<file path="src/rtl/lopd_share_arbiter.sv">
// Round-robin arbiter sharing one pipelined LOPD between NUM_REQ requesters, with tag-checked
// response routing and a drain FSM. Optional macro LOPD_ARB_URGENT_EN adds an urgent-priority input.
module lopd_share_arbiter #(
    parameter int NUM_REQ   = 4,
    parameter int SIZE_DATA = 32,
    parameter int SIZE_LOP  = $clog2(SIZE_DATA),
    parameter int LOPD_LAT  = 1,
    parameter int REQ_W     = $clog2(NUM_REQ)
) (
    input  logic                         i_clk,
    input  logic                         i_rst,
    input  logic [NUM_REQ-1:0]           i_req_valid,
    input  logic [NUM_REQ*SIZE_DATA-1:0] i_req_data,
`ifdef LOPD_ARB_URGENT_EN
    input  logic [NUM_REQ-1:0]           i_req_urgent,
`endif
    output logic [NUM_REQ-1:0]           o_req_ready,
    output logic [NUM_REQ-1:0]           o_rsp_valid,
    output logic [SIZE_LOP-1:0]          o_rsp_position,
    output logic                         o_rsp_zero,
    output logic [SIZE_DATA-1:0]         o_lopd_addr,
    output logic [SIZE_DATA-1:0]         o_lopd_data,
    input  logic [SIZE_DATA-1:0]         i_lopd_addr,
    input  logic [SIZE_LOP-1:0]          i_lopd_position,
    input  logic                         i_lopd_zero,
    input  logic                         i_drain,
    output logic                         o_drained,
    output logic                         o_tag_err
);

    localparam int IF_W = $clog2(LOPD_LAT + 2);

    typedef enum logic [1:0] {IDLE, BUSY, DRAIN} state_t;

    state_t            state_q, state_d;
    logic [REQ_W-1:0]  rr_ptr_q, rr_ptr_d;
    logic [1:0]        seq_q;
    logic [IF_W-1:0]   in_flight_q, in_flight_d;
    logic              tag_err_q;

    logic              pipe_vld_q [LOPD_LAT];
    logic [1:0]        pipe_seq_q [LOPD_LAT];
    logic [REQ_W-1:0]  pipe_idx_q [LOPD_LAT];

    logic              can_grant, grant, rr_upd;
    logic [REQ_W-1:0]  gnt_idx;
    logic [REQ_W:0]    cand;
    logic              rsp_due, tag_bad;
    logic [REQ_W-1:0]  rsp_idx;
    logic              lopd_addr_hi_unused;

    // Only the low tag bits are meaningful on the echoed address.
    assign lopd_addr_hi_unused = ^i_lopd_addr[SIZE_DATA-1:REQ_W+2];

    assign can_grant = (state_q != DRAIN) && !i_drain && !i_rst;

    // NOTE: every always_comb output gets a default first, so no path can infer a latch.
    always_comb begin
        grant   = 1'b0;
        gnt_idx = '0;
        rr_upd  = 1'b1;
        cand    = '0;
        for (int i = 0; i < NUM_REQ; i++) begin
            cand = {1'b0, rr_ptr_q} + (REQ_W+1)'(i);
            if (cand >= (REQ_W+1)'(NUM_REQ))
                cand = cand - (REQ_W+1)'(NUM_REQ);
            if (!grant && i_req_valid[cand[REQ_W-1:0]]) begin
                grant   = 1'b1;
                gnt_idx = cand[REQ_W-1:0];
            end
        end
`ifdef LOPD_ARB_URGENT_EN
        // Urgent requesters bypass the rotation; lowest index wins and the pointer stays put.
        for (int i = NUM_REQ - 1; i >= 0; i--) begin
            if (i_req_valid[i] && i_req_urgent[i]) begin
                grant   = 1'b1;
                gnt_idx = REQ_W'(i);
                rr_upd  = 1'b0;
            end
        end
`endif
        grant = grant && can_grant;
    end

    assign o_req_ready = grant ? (NUM_REQ'(1) << gnt_idx) : '0;
    assign o_lopd_addr = grant ? SIZE_DATA'({seq_q, gnt_idx}) : '0;
    assign o_lopd_data = grant ? i_req_data[gnt_idx*SIZE_DATA +: SIZE_DATA] : '0;

    assign rsp_due        = pipe_vld_q[LOPD_LAT-1];
    assign rsp_idx        = pipe_idx_q[LOPD_LAT-1];
    assign tag_bad        = rsp_due && (i_lopd_addr[REQ_W+1:0] != {pipe_seq_q[LOPD_LAT-1], rsp_idx});
    assign o_rsp_valid    = rsp_due ? (NUM_REQ'(1) << rsp_idx) : '0;
    assign o_rsp_position = rsp_due ? i_lopd_position : '0;
    assign o_rsp_zero     = rsp_due && i_lopd_zero;
    assign o_drained      = (state_q == DRAIN) && (in_flight_q == '0);
    assign o_tag_err      = tag_err_q;

    always_comb begin
        rr_ptr_d = rr_ptr_q;
        if (grant && rr_upd)
            rr_ptr_d = (gnt_idx == REQ_W'(NUM_REQ - 1)) ? '0 : gnt_idx + 1'b1;
        case ({grant, rsp_due})
            2'b10:   in_flight_d = in_flight_q + 1'b1;
            2'b01:   in_flight_d = in_flight_q - 1'b1;
            default: in_flight_d = in_flight_q;
        endcase
    end

    always_comb begin
        state_d = state_q;
        case (state_q)
            IDLE:    if (i_drain) state_d = DRAIN;
                     else if (grant) state_d = BUSY;
            BUSY:    if (i_drain) state_d = DRAIN;
                     else if (in_flight_d == '0 && !grant) state_d = IDLE;
            DRAIN:   if (!i_drain && in_flight_q == '0) state_d = IDLE;
            default: state_d = IDLE;
        endcase
    end

    // NOTE: sequential state uses non-blocking assignments so all registers update from pre-edge values.
    always_ff @(posedge i_clk or posedge i_rst) begin
        if (i_rst) begin
            state_q     <= IDLE;
            rr_ptr_q    <= '0;
            seq_q       <= '0;
            in_flight_q <= '0;
            tag_err_q   <= 1'b0;
        end else begin
            state_q     <= state_d;
            rr_ptr_q    <= rr_ptr_d;
            in_flight_q <= in_flight_d;
            if (grant) seq_q <= seq_q + 2'd1;
            if (tag_bad) tag_err_q <= 1'b1;
        end
    end

    // NOTE: the shadow tag pipe is reset so responses for pre-reset tags can never be issued.
    always_ff @(posedge i_clk or posedge i_rst) begin
        if (i_rst) begin
            for (int i = 0; i < LOPD_LAT; i++) begin
                pipe_vld_q[i] <= 1'b0;
                pipe_seq_q[i] <= '0;
                pipe_idx_q[i] <= '0;
            end
        end else begin
            pipe_vld_q[0] <= grant;
            pipe_seq_q[0] <= seq_q;
            pipe_idx_q[0] <= gnt_idx;
            for (int i = 1; i < LOPD_LAT; i++) begin
                pipe_vld_q[i] <= pipe_vld_q[i-1];
                pipe_seq_q[i] <= pipe_seq_q[i-1];
                pipe_idx_q[i] <= pipe_idx_q[i-1];
            end
        end
    end

endmodule

</file>
<file path="config.mk">
export PLATFORM = sky130hd
export DESIGN_NAME = lopd_share_arbiter
export DESIGN_NICKNAME = d
export VERILOG_FILES = /design/src/rtl/lopd_share_arbiter.sv
export SDC_FILE = /design/constraint.sdc
export NUM_CORES = 1
export LEC_CHECK = 0
export ABC_AREA = 1
export CAP_MARGIN = 10
export CORE_ASPECT_RATIO = 1.4
export CORE_MARGIN = 5
export CORE_UTILIZATION = 33
export CTS_CLUSTER_DIAMETER = 60
export DETAILED_ROUTE_END_ITERATION = 8
export GPL_TIMING_DRIVEN = 1
export HOLD_SLACK_MARGIN = 0.03
export PLACE_DENSITY = 0.84
export SLEW_MARGIN = 25
export SYNTH_ARGS = -nofsm -noshare
export SYNTH_HDL_FRONTEND = slang
export SYNTH_SLANG_ARGS = --single-unit
</file>
<file path="constraint.sdc">
create_clock -name i_clk -period 2.95 [get_ports i_clk]
set_clock_uncertainty 0.2 [all_clocks]
set_input_delay 0.59 -clock i_clk [delete_from_list [all_inputs] [get_ports i_clk]]
set_output_delay 0.59 -clock i_clk [all_outputs]
set_load 0.01 [all_outputs]
</file>
==> results.toml, run 1 <==
[status]
status = "finished with violations"
violations = "negative setup slack"

[critical_path]
endpoint_kind = "output port"
crit_chain = "clkdlybuf4s15_1, inv_2, nand2_4, nand3_4, nand2_4, nor2_4, buf_6, nand4_1, nand2_4, buf_8, buf_4, nand3_1, a21oi_1, buf_2"
reg2reg_slack_ns = -0.17
cpPeakStageDelay_ns = 0.22
crit_top_cell = "nand2_4"
cp.arrival_ns = 2.47
required_ns = 2.16
crit_path_start_kind = "primary input"
worst-path-buf-inv = 6
crit_slowest_cell = "clkdlybuf4s15_1"
crit_fanout = 6
crit_type = "primary input to output port"
crit_family = "buffers and inverters"

[synthesis]
syn_area_sq_um = 2900
async_flop_share = 1.00
netlist_instances = 534
synth_edf_count = 0
avgSynthCellArea_sq_um = 5.44
synth_warnings = 0
synth-seq-cells = 14
ys_types = 28
synth_ff_type = "dfrtp_1"
yosysSeqAreaShare = 0.121

[run]
max_cap_violations = 0

[die]
die_h_um = 121
core.rowCount = 40
core_sq_um = 8610
die_w_um = 89.3
start_util = 0.337
dieArea_sq_um = 10800
io-pin-count = 253

[timing]
hold_viol_final = 0
finalSetupViolations = 42
tightest_slew_ns = 0.553
slew_viol_final = 0
rsz0062_at_grt = "yes"
min_period_ns = 3.26
layout_setup_ws_ns = -0.305
final.period_utilization = 1.10
fmax_mhz = 307
slew_headroom = 0.631

[cts]
clk_pin_slew_worst_paths_ns = 0.05
insertion_delay_ns = 0.24
cts_tree = "yes"
cts_made_buffers = 3
cts_root_buf = "clkbuf_16"
cts_buffer_depth = 2
h-tree-depth = 1
clock-sinks = 14

[route]
vias_per_cell = 5.13
firstDrtPassIters = 5
routedWlPerCell_um = 17.7
vias = 4594
route.detailed.drc = 0
drt_wl_total_mm = 15.8
final_antenna_net_count = 0
drtIter0Drc = 264

[power]
leakage_uw = 0.00341
powerDensity_nw_per_um2 = 1330
internal_power_uw = 4540
fin_total_pwr_uw = 8900
peakVddDrop_mv = 0.929
seqPwrFrac = 0.043
combPwrFrac = 0.925
clockPowerShare = 0.032
p_sw_uw = 4360
swShare = 0.490

[final_layout]
drive_above_1_share = 0.381
antennaDiodeCount = 0
areaGrowthSynthToFinish_pct = 130
nNetsFinal = 969

[global_routing]
first_global_vias = 4618
grt_antenna_before_repair = 0
grt_use_total = 0.263
grt_max_degree = 30
grt-ovfl-total = 0
grt_first_pass_wirelength_mm = 22.4

[placed_design]
hpwl_mm = 9.12
place.gp.congestion = 0.860
io_buffers = 196
pre_cts_ws_ns = -0.827

[hold_path]
hold_path.class = "register to register"
[logic make-up (layout without fill, tap and decap cells)]
family / count (synthesis) / after routing / share of synthesized area
AOI/OAI and AO/OA: 44 / 44 / 0.0780
xor gates and xnor gates: 5 / 5 / 0.0151
adders and majority gates: 5 / 5 / 0.0215
buffers and inverters: 188 / 416 / 0.304
DFF: 14 / 14 / 0.121
other: 1 / 28 / 0.00129
and+or+nand+nor: 277 / 278 / 0.460
[path summary, 6_finish.rpt]
check                                from         endpoint  cells after the start
setup / recovery           i_req_valid[1]  o_lopd_data[27]                     14
hold / removal                   seq_q[0]    pipe_seq_q[0]                      0
setup reg to reg              rr_ptr_q[0]       state_q[0]                     21
hold reg to reg                  seq_q[0]    pipe_seq_q[0]                      0
max in group asynchronous           i_rst      rr_ptr_q[1]                      2
min in group asynchronous           i_rst    pipe_idx_q[0]                      2
[worst reg2reg max path, stage by stage, from the launching register on]
cell      delay, ns
dfrtp_2        0.44
buf_12         0.15
buf_8          0.13
nand2_4        0.07
nand3_4        0.09
nand2_4        0.11
nor2_4         0.07
buf_4          0.13
buf_4          0.12
nand3b_1       0.12
nand2_4        0.14
buf_4          0.18
buf_6          0.11
buf_6          0.11
ha_4           0.21
a21oi_2        0.11
o21ai_2        0.08
xor2_1         0.15
nor2_1         0.11
nand2_1        0.08
nand2_1        0.05
o21ai_1        0.06
[registers in the layout (all words and copies together), names as in the netlist]
signal	flops
pipe_idx_q	2
rr_ptr_q	2
state_q	2
pipe_seq_q	2
pipe_vld_q	1
seq_q	2
in_flight_q	2
o_tag_err	1
[metrics by stage]
stage	hold WS (ns)	setup TNS, ns	util	cells	area [sq um]
after floorplan	0.174	0	-	561	3010
after global routing	0.245	-12.19	0.775	895	6670
after CTS	0.212	-6.48	0.743	892	6390
final	0.216	-9.10	0.775	895	6670
after detailed placement	0.201	-30.50	0.585	834	5030
after global placement	0.181	-28.05	0.585	834	5030
[per-layer routing]
metal  wire length (um)  vias to the layer above  track usage
met3               1390                       68       0.0462
met4                866                        0        0.144
met5                  0                        -            0
met1               5270                     2133        0.286
li1                   -                     2115            -
met2               8290                      278        0.468
[layout make-up]
class / instances / area [sq um]
Timing Repair Buffer: 284 / 3070
Multi-Input combinational cell: 360 / 2530
Fill cell: 570 / 1930
Inverter: 128 / 503
Sequential cell: 14 / 353
Tap cell: 105 / 131
Clock buffer: 4 / 88.8
[layout by cell type (no fill, tap or decap), drive strengths merged]
master | Yosys | layout
clkdlybuf4s15 | 0 | 2
nand3 | 102 | 102
clkbuf | 8 | 7
clkdlybuf4s50 | 0 | 152
clkinv | 0 | 1
xnor2 | 1 | 1
nand3b | 33 | 33
nor2 | 16 | 16
ha | 5 | 5
or2 | 3 | 3
a31oi | 1 | 1
bufbuf | 0 | 2
buf | 52 | 125
nand4 | 2 | 2
a211oi | 1 | 1
inv | 128 | 127
nand2 | 114 | 115
conb | 1 | 28
nor3 | 7 | 7
a21oi | 34 | 34
o21bai | 1 | 1
xor2 | 4 | 4
dfrtp | 14 | 14
o21ai | 7 | 7
[synth_stat cells (2+ instances only)]
cell,number,area [sq um]
nor2_1,15,56.3
inv_2,3,11.3
o21ai_0,6,30.0
buf_4,35,263
nand2_2,4,25.0
nor3_1,7,35.0
buf_6,4,45.0
nand3_1,101,505
inv_1,125,469
nand3b_1,33,248
nand4_1,2,12.5
a21oi_1,34,170
buf_2,12,60.1
clkbuf_1,8,30.0
or2_2,3,18.8
nand2_1,110,413
xor2_1,4,35.0
ha_1,5,62.6
dfrtp_1,14,350
[power groups by stage]
| stage | sequential (uW) | clock (uW) | combinational (uW) |
|---|---|---|---|
| final | 381 | 284 | 8230 |
| after global placement | 358 | 0 | 4080 |
| after CTS | 371 | 285 | 7810 |
| after floorplan | 338 | 0 | 2730 |
| after detailed placement | 363 | 0 | 4200 |
| after global routing | 393 | 301 | 8700 |
[timing repair]
action	4_1_cts	5_1_grt
endpoints found under the hold margin	0	0
cloned	21	1
pin swaps	54	66
hold buffers	0	0
setup endpoints to repair	41	42
resized for setup	329	105
buffers inserted	33	12
(Power assumes the default switching activity.)
==> run 2, diff against run 1 <==
--- a/config.mk
+++ b/config.mk
@@ -7,12 +7,11 @@
 export LEC_CHECK = 0
 export ABC_AREA = 1
 export CAP_MARGIN = 10
-export CORE_ASPECT_RATIO = 1.4
+export CORE_ASPECT_RATIO = 0.6
 export CORE_MARGIN = 5
 export CORE_UTILIZATION = 33
 export CTS_CLUSTER_DIAMETER = 60
 export DETAILED_ROUTE_END_ITERATION = 8
-export GPL_TIMING_DRIVEN = 1
 export HOLD_SLACK_MARGIN = 0.03
 export PLACE_DENSITY = 0.84
 export SLEW_MARGIN = 25
==> run 2 against run 1 <==
The run still ends with negative setup slack left. Final cell count down 2.5%. Clock-buffer cell count unchanged. Combinational power down 24%. Flip-flop and latch count did not move. Routed wire length shrank 13%. Clock power barely moved. Final area is 13% lower. Hold slack improved by 0.0069 ns. Critical path depth is 3 higher. Via count decreased by 7.2%. Total power decreased by 22%. Non-clock buffer count decreased by 28.
==> results.toml, run 2 (synthesized netlist as in run 1, its figures left out) <==
[power]
powerDensity_nw_per_um2 = 1190
leakage_uw = 0.00302
peakVddDrop_mv = 0.858

[hold_path]
min_from = "seq_q[0]"
hold_path.class = "register to register"

[die]
core_sq_um = 8560
die_h_um = 82.7
io-pin-count = 253
start_util = 0.339
die_w_um = 131
core.rowCount = 26
dieArea_sq_um = 10800

[critical_path]
crit_fanout = 8
worstReg2RegStart = "rr_ptr_q[0]"
crit_path_start_kind = "primary input"
cp.arrival_ns = 2.39
endpoint_kind = "output port"
worstSetupEndpoint = "o_req_ready[2]"
worstReg2RegEnd = "state_q[0]"
reg2reg_slack_ns = 0.22
crit_type = "primary input to output port"
required_ns = 2.16
startpoint = "i_req_valid[0]"
r2r.worst_path.cells = 18

[cts]
cts_root_buf = "clkbuf_16"
clk_pin_slew_worst_paths_ns = 0.05
cts_buffer_depth = 2
h-tree-depth = 1
cts_tree = "yes"
insertion_delay_ns = 0.24
postCtsHoldBufs = 0
cts_made_buffers = 3
clock-sinks = 14

[route]
firstDrtPassIters = 5
route.detailed.drc = 0
vias_per_cell = 4.88
final_antenna_net_count = 0
routedWlPerCell_um = 15.8
vias = 4263
drtIter0Drc = 187
drt_wl_total_mm = 13.8

[placed_design]
place.gp.congestion = 0.940
io_buffers = 196
hpwl_mm = 9.48

[status]
status = "finished with violations"
violations = "negative setup slack"

[timing]
slew_viol_final = 0
tightest_slew_ns = 0.554
setup_tns_ns = -6.90
slew_headroom = 0.630
final.period_utilization = 1.08
finalSetupViolations = 37
layout_setup_ws_ns = -0.230
hold_viol_final = 0
fmax_mhz = 315
min_period_ns = 3.18
rsz0062_at_grt = "yes"

[final_layout]
nFillCells = 689
areaGrowthSynthToFinish_pct = 101
mostFrequentLayoutCells = "clkdlybuf4s50_1 (152), inv_1 (118), nand2_1 (87), nand3_1 (73), buf_2 (37)"
drive_above_1_share = 0.273
antennaDiodeCount = 0
nNetsFinal = 940
seqCellArea_sq_um = 353
final_common_cell = "clkdlybuf4s50_1"
final_util = 0.681
multi_input_area_sq_um = 2200

[run]
max_cap_violations = 0

[global_routing]
grt_max_degree = 41
grt-ovfl-total = 0
first_global_vias = 4119
grt_antenna_before_repair = 0
grt_use_total = 0.222
grt_first_pass_wirelength_mm = 19.9
[run 2: cell count changes in the layout (fill, tap and decap cells not counted), sizes merged]
cell | previous run | this run
nand2 | 115 | 114
clkdlybuf4s15 | 2 | 4
bufbuf | 2 | 0
clkinv | 1 | 0
inv | 127 | 128
buf | 125 | 97
[run 2: layer usage]
| metal | GRT usage | vias up | wire length (um) |
|---|---|---|---|
| met2 | 0.395 | 231 | 6660 |
| met1 | 0.274 | 1947 | 5810 |
| met4 | 0.0643 | 0 | 272 |
| met3 | 0.0496 | 30 | 1090 |
| li1 | - | 2055 | - |
| met5 | 0 | - | 0 |
[run 2: report_power, final]
group	switching, uW	total [uW]	internal [uW]
combinational	3400	6260	2860
sequential	96.8	381	284
clock	81.2	287	206
[run 2: timing repair]
action	4_1_cts	5_1_grt
hold endpoints to repair	0	0
pin swaps	31	14
cloned	5	1
setup buffers	15	10
gates resized for setup	267	44
setup endpoints to repair	41	41
[run 2: cell type report]
type,instances,share of cell area
Sequential cell,14,0.0606
Inverter,128,0.0863
Multi-Input combinational cell,359,0.378
Tap cell,112,0.0241
Clock buffer,4,0.0152
Timing Repair Buffer,256,0.436
[run 2: critical path: stages]
cell and delay, ns:
clkdlybuf4s15_1 0.21, inv_2 0.08, nand2_2 0.09, nand3_4 0.11, nand2_4 0.07, nor2_4 0.15, buf_4 0.13, nand2_1 0.06
nand3_2 0.09, nand2_2 0.06, buf_6 0.14, inv_12 0.09, buf_12 0.15, ha_4 0.12, inv_1 0.03, nor2_1 0.08
buf_2 0.14
[run 2: worst min-delay path by stage]
stage / slack [ns] / endpoint / depth (start not counted)
floorplan: 0.17 / pipe_seq_q[0] / 0
global route: 0.25 / pipe_seq_q[0] / 0
global placement: 0.19 / pipe_seq_q[0] / 0
finish: 0.22 / pipe_seq_q[0] / 0
CTS: 0.23 / pipe_seq_q[0] / 0
detailed placement: 0.22 / pipe_seq_q[0] / 0
[run 2: through the flow]
stage / power (uW) / area, sq um / instances / worst slack [ns] / hold WS [ns]
after floorplan: 3060 / 3010 / 561 / 0.227 / 0.174
after global placement: 4510 / 5050 / 839 / -0.760 / 0.190
after detailed placement: 4640 / 5050 / 839 / -0.868 / 0.219
after CTS: 6370 / 5590 / 862 / -0.141 / 0.232
after global routing: 7420 / 5830 / 873 / -0.312 / 0.250
final: 6930 / 5830 / 873 / -0.230 / 0.223
==> run 3, diff against run 2 <==
--- a/config.mk
+++ b/config.mk
@@ -14,7 +14,7 @@
 export DETAILED_ROUTE_END_ITERATION = 8
 export HOLD_SLACK_MARGIN = 0.03
 export PLACE_DENSITY = 0.84
-export SLEW_MARGIN = 25
+export SLEW_MARGIN = 10
 export SYNTH_ARGS = -nofsm -noshare
 export SYNTH_HDL_FRONTEND = slang
 export SYNTH_SLANG_ARGS = --single-unit
==> results of run 3 <==
Final layout, timing and power as in run 2 (identical DEF).
